<file path="src/rtl/timer_pkg.sv">
// Shared definitions for the keypad time-entry path: digit width, key codes, FSM states.
package timer_pkg;

  localparam int unsigned     BCD_W      = 4;
  localparam int unsigned     MAX_DIGITS = 4;
  localparam logic [BCD_W-1:0] KEY_CLEAR = 4'hA;

  typedef enum logic [1:0] {
    EMPTY = 2'd0,
    ENTRY = 2'd1,
    LOAD  = 2'd2
  } state_t;

  function automatic logic is_digit(input logic [BCD_W-1:0] code);
    return code <= 4'd9;
  endfunction

endpackage

</file>
<file path="src/rtl/rise_detect.sv">
// Registered rising-edge detector: rise is a one-cycle pulse the cycle after sig goes high.
module rise_detect (
  input  logic clock,
  input  logic clearn,
  input  logic sig,
  output logic rise
);

  logic sig_q, sig_d;
  logic rise_q, rise_d;

  always_comb begin
    sig_d  = sig;
    rise_d = sig & ~sig_q;
  end

  always_ff @(posedge clock) begin
    if (!clearn) begin
      sig_q  <= 1'b0;
      rise_q <= 1'b0;
    end else begin
      sig_q  <= sig_d;
      rise_q <= rise_d;
    end
  end

  assign rise = rise_q;

endmodule

</file>
<file path="src/rtl/keypad_entry.sv">
// Collects BCD keypad digits into an MM:SS buffer and strobes loadn for one cycle to
// transfer it to the timer counters; keys and start are ignored while the timer runs.
module keypad_entry #(
  parameter int unsigned                  MAX_DIGITS = timer_pkg::MAX_DIGITS,
  parameter logic [timer_pkg::BCD_W-1:0]  KEY_CLEAR  = timer_pkg::KEY_CLEAR
) (
  input  logic                                   clock,
  input  logic                                   clearn,
  input  logic                                   key_valid,
  input  logic [timer_pkg::BCD_W-1:0]            key_code,
  input  logic                                   start,
  input  logic                                   timer_running,
  output logic [MAX_DIGITS*timer_pkg::BCD_W-1:0] digits,
  output logic                                   loadn,
  output logic [$clog2(MAX_DIGITS+1)-1:0]        digit_count,
  output logic                                   invalid
);

  import timer_pkg::*;

  localparam int unsigned      DW      = MAX_DIGITS * BCD_W;
  localparam int unsigned      CNT_W   = $clog2(MAX_DIGITS + 1);
  localparam logic [CNT_W-1:0] CNT_MAX = CNT_W'(MAX_DIGITS);

  state_t           state_q, state_d;
  logic [DW-1:0]    digits_q, digits_d;
  logic [CNT_W-1:0] cnt_q, cnt_d;
  logic             loadn_q, loadn_d;
  logic [BCD_W-1:0] code_q, code_d;

  logic             key_rise;
  logic             key_acc;
  logic             start_ok;
  logic [DW-1:0]    shifted;

  rise_detect u_key_rise (
    .clock  (clock),
    .clearn (clearn),
    .sig    (key_valid),
    .rise   (key_rise)
  );

  // Track the code alongside the edge register so the accepted key matches the one
  // present when key_valid rose, even for single-cycle presses.
  always_comb begin
    code_d = key_valid ? key_code : code_q;
  end

  assign invalid  = digits_q[2*BCD_W-1:BCD_W] > 4'd5;
  assign key_acc  = key_rise & ~timer_running;
  assign start_ok = start & ~timer_running & ~invalid;
  assign shifted  = {digits_q[DW-BCD_W-1:0], code_q};

  always_comb begin
    state_d  = state_q;
    digits_d = digits_q;
    cnt_d    = cnt_q;

    case (state_q)
      EMPTY: begin
        if (key_acc && is_digit(code_q)) begin
          digits_d = shifted;
          cnt_d    = CNT_W'(1);
          state_d  = ENTRY;
        end
      end

      ENTRY: begin
        // Start takes priority; a coincident key edge is discarded.
        if (start_ok) begin
          state_d = LOAD;
        end else if (key_acc) begin
          if (is_digit(code_q)) begin
            digits_d = shifted;
            if (cnt_q != CNT_MAX) begin
              cnt_d = cnt_q + CNT_W'(1);
            end
          end else if (code_q == KEY_CLEAR) begin
            digits_d = '0;
            cnt_d    = '0;
            state_d  = EMPTY;
          end
        end
      end

      LOAD: begin
        digits_d = '0;
        cnt_d    = '0;
        state_d  = EMPTY;
      end

      default: begin
        digits_d = '0;
        cnt_d    = '0;
        state_d  = EMPTY;
      end
    endcase

    loadn_d = (state_d != LOAD);
  end

  always_ff @(posedge clock) begin
    if (!clearn) begin
      state_q  <= EMPTY;
      digits_q <= '0;
      cnt_q    <= '0;
      loadn_q  <= 1'b1;
      code_q   <= '0;
    end else begin
      state_q  <= state_d;
      digits_q <= digits_d;
      cnt_q    <= cnt_d;
      loadn_q  <= loadn_d;
      code_q   <= code_d;
    end
  end

  assign digits      = digits_q;
  assign digit_count = cnt_q;
  assign loadn       = loadn_q;

endmodule

</file>
<file path="config.mk">
export PLATFORM = sky130hd
export DESIGN_NAME = keypad_entry
export DESIGN_NICKNAME = d
export VERILOG_FILES = /design/src/rtl/timer_pkg.sv /design/src/rtl/rise_detect.sv /design/src/rtl/keypad_entry.sv
export SDC_FILE = /design/constraint.sdc
export NUM_CORES = 1
export LEC_CHECK = 0
export CORE_MARGIN = 4
export CORE_UTILIZATION = 48
export DETAILED_ROUTE_END_ITERATION = 6
export PLACE_DENSITY_LB_ADDON = 0.25
export SKIP_LAST_GASP = 1
export SLEW_MARGIN = 15
export SYNTH_ARGS = -nofsm -noshare
export SYNTH_HDL_FRONTEND = slang
export SYNTH_SLANG_ARGS = --single-unit
</file>
<file path="constraint.sdc">
create_clock -name clock -period 2.3 [get_ports clock]
set_clock_uncertainty 0.15 [all_clocks]
set_input_delay 0.345 -clock clock [delete_from_list [all_inputs] [get_ports clock]]
set_output_delay 0.345 -clock clock [all_outputs]
set_load 0.005 [all_outputs]
</file>
==> results of run 1 <==
## power by group
group / switching [W] / internal, W / leakage, nW
sequential: 0.0000110 / 0.000494 / 0.227
combinational: 0.0000367 / 0.0000428 / 0.330
clock: 0.000133 / 0.0000612 / 0.0138
total: 0.000181 / 0.000598 / 0.571
## critical path: cells and delay by family (launching register included)
| kind | cells | cell delay (ns) |
|---|---|---|
| buffers and inverters | 2 | 0.51 |
| DFF | 1 | 0.38 |
| AOI/OAI and AO/OA | 1 | 0.29 |
## final cells by class
type / instances / area, sq um
fill: 231 / 893.4
multi-input combinational: 99 / 638.1
timing repair buffer: 33 / 332.8
sequential: 28 / 560.5
clock buffer: 3 / 22.52
tap: 30 / 37.54
inverter: 4 / 15.01
## cell families (layout without fill, tap and decap cells)
family	after synthesis	count (layout)	share of synthesized area
flops	28	28	0.4401
simple gates	59	59	0.2191
mux	20	20	0.1572
compound gates	18	18	0.1051
fa+ha+maj	2	2	0.01964
buf+inv	12	40	0.05894
## sequential cells by signal, indices dropped and copies added, names as in the netlist
name / cells
code_q: 4
digit_count: 3
digits: 16
loadn: 1
state_q: 2
u_key_rise.rise: 1
u_key_rise.sig_q: 1
## through the flow
step	cells	utilization	total power, W	hold WS, ns
3_3_place_gp	194	0.6336	0.0005933	0.2224
4_1_cts	197	0.6426	0.0007837	0.2472
3_5_place_dp	194	0.6336	0.0005956	0.2279
5_1_grt	197	0.6426	0.0008103	0.2610
6_report	197	0.6426	0.0007791	0.2428
2_1_floorplan	139	-	0.0005662	0.2174
## per-layer routing
layer	vias to the layer above	track usage
met4	0	0.06013
met1	498	0.1947
met5	-	0
met3	2	0.03486
met2	22	0.2871
li1	528	-
## worst max path at each step
stage,from,endpoint,slack [ns],cells past startpoint
3_5_place_dp,timer_running,digits[1],0.20,6
4_1_cts,digits[6],invalid,0.31,3
6_report,digits[6],invalid,0.31,3
2_1_floorplan,timer_running,digits[0],0.64,6
5_1_grt,digits[6],invalid,0.20,3
3_3_place_gp,timer_running,digits[14],0.27,6
## cells in the mapped netlist, types with 2 or more instances
cell / count / area (sq um)
mux2i_1: 20 / 200.2
nand3_1: 2 / 10.01
o22ai_1: 2 / 12.51
or3_1: 2 / 12.51
nor2_1: 4 / 15.01
nand2b_1: 3 / 18.77
nor2b_1: 5 / 31.28
ha_1: 2 / 25.02
dfxtp_1: 28 / 560.5
clkbuf_1: 3 / 11.26
o21ai_0: 2 / 10.01
a21oi_1: 3 / 15.01
inv_1: 4 / 15.01
buf_2: 2 / 10.01
and2_1: 3 / 18.77
nand2_1: 36 / 135.1
==> impl_metrics.yaml, run 1 <==
clock_network:
  cts_made_buffers: 3
  cts_sinks: 28
  cts_resized: 0
  h-tree-depth: 1
  clockBufferDepth: 2
  cts_setup_buffers: 0
  cts-hold-fix-buffers: 0
  clkTransAtPathRegs_ns: 0.14
  clkLatencyLatePin_ns: 0.31
  cts_tree: "yes"
  cts-root-buf: "clkbuf_4"
detailed_routing:
  top_layer_used: "met4"
  wl_met3_um: 117
  dr.pass1.iters: 4
  drc: 0
  viasPerCell: 5.330
  drt_iter0_drc: 23
  ant_nets: 0
  wl_mm: 2.591
  route.met2.wl_mm: 1.247
  routed-via-count: 1050
  wl_per_cell_um: 13.15
  drt-met1-wl_mm: 1.212
critical_path:
  cp-end-kind: "output pin"
  path_max_fanout: 5
  rr_worst_depth: 5
  r2r_end: "digits[11]"
  crit_required_ns: 1.80
  worst_ep_arrival_time_ns: 1.49
  cp_slowest_cell: "clkdlybuf4s50_1"
  r2r_setup_slack_ns: 0.61
  reg2reg_from: "state_q[0]"
  cp-start-kind: "flop"
  crit_chain: "a21oi_2, inv_1, clkdlybuf4s50_1"
  critPathKind: "flop to output pin"
  max_stage_delay_ns: 0.45
cells_and_area:
  most-common-layout-cells: "nand2_1, clkdlybuf4s50_1, dfxtp_1"
  synthToLayoutAreaGrowth_pct: 26.13
  antenna_cells: 0
  finalInstanceArea_sq_um: 1607
  drive_above_1_share: 0.05988
  final_common_cell: "nand2_1"
  nets: 180
pwr:
  power_density_nw_per_um2: 485.0
  p_leak_nw: 0.5706
  ir_drop_mv: 0.3614
timing:
  post-route-period-util: 0.8641
  finalSetupTns_ns: 0
  rsz0062_at_grt: "false"
  clock.fmax_mhz: 503.2
  min_period_ns: 1.987
  hold_violations: 0
  tightest_slew_ns: 0.3188
  max-slew-margin-rel: 0.7872
  slew_viol_final: 0
  layout_setup_ws_ns: 0.3126
  finalSetupViolations: 0
placement:
  place_hpwl_mm: 1.861
  dpl_cell_area_sq_um: 1584
  preCtsSetupSlack_ns: 0.2016
  port_buffers: 29
  gp_congestion: 0.7831
floorplanning:
  die-area_sq_um: 3541
  start_util: 0.5095
  die_h_um: 59.51
  pin_count: 30
  core_sq_um: 2500
  rows: 18
  die_x_um: 59.51
global_route:
  grt_pass1_wl_mm: 4.491
  antenna_found_initial: 0
  first_global_vias: 1047
  track_usage: 0.1638
  grt_max_degree: 27
  gr-total-overflow: 0
synth:
  ys_async_sr_fraction: 0
  seq_area_frac_synth: 0.4401
  synth_edf_count: 0
  synth_cell_types: 34
  synthFlopType: "dfxtp_1"
  ys_warn_count: 0
  syn_inst: 139
  syn-cell-area_sq_um: 1274
  syn_avg_cell_area_sq_um: 9.163
  syn_nets: 150
  ys_ff_latch: 28
min_path:
  hold_path_depth: 1
  hp-start: "u_key_rise.sig_q"
  hold_path_class: "flop to flop"
  hold_path_end: "u_key_rise.rise"
run_status:
  status: "complete, no violations"
flow_run:
  cap_violations: 0
Power figures use the tool's default switching activity.
==> inputs of run 2 (changes only) <==
--- a/config.mk
+++ b/config.mk
@@ -7,6 +7,7 @@
 export LEC_CHECK = 0
 export CORE_MARGIN = 4
 export CORE_UTILIZATION = 48
+export CTS_CLUSTER_DIAMETER = 50
 export DETAILED_ROUTE_END_ITERATION = 6
 export PLACE_DENSITY_LB_ADDON = 0.25
 export SKIP_LAST_GASP = 1
==> results of run 2 <==
No change in the layout: final DEF, timing and power equal those of run 1.
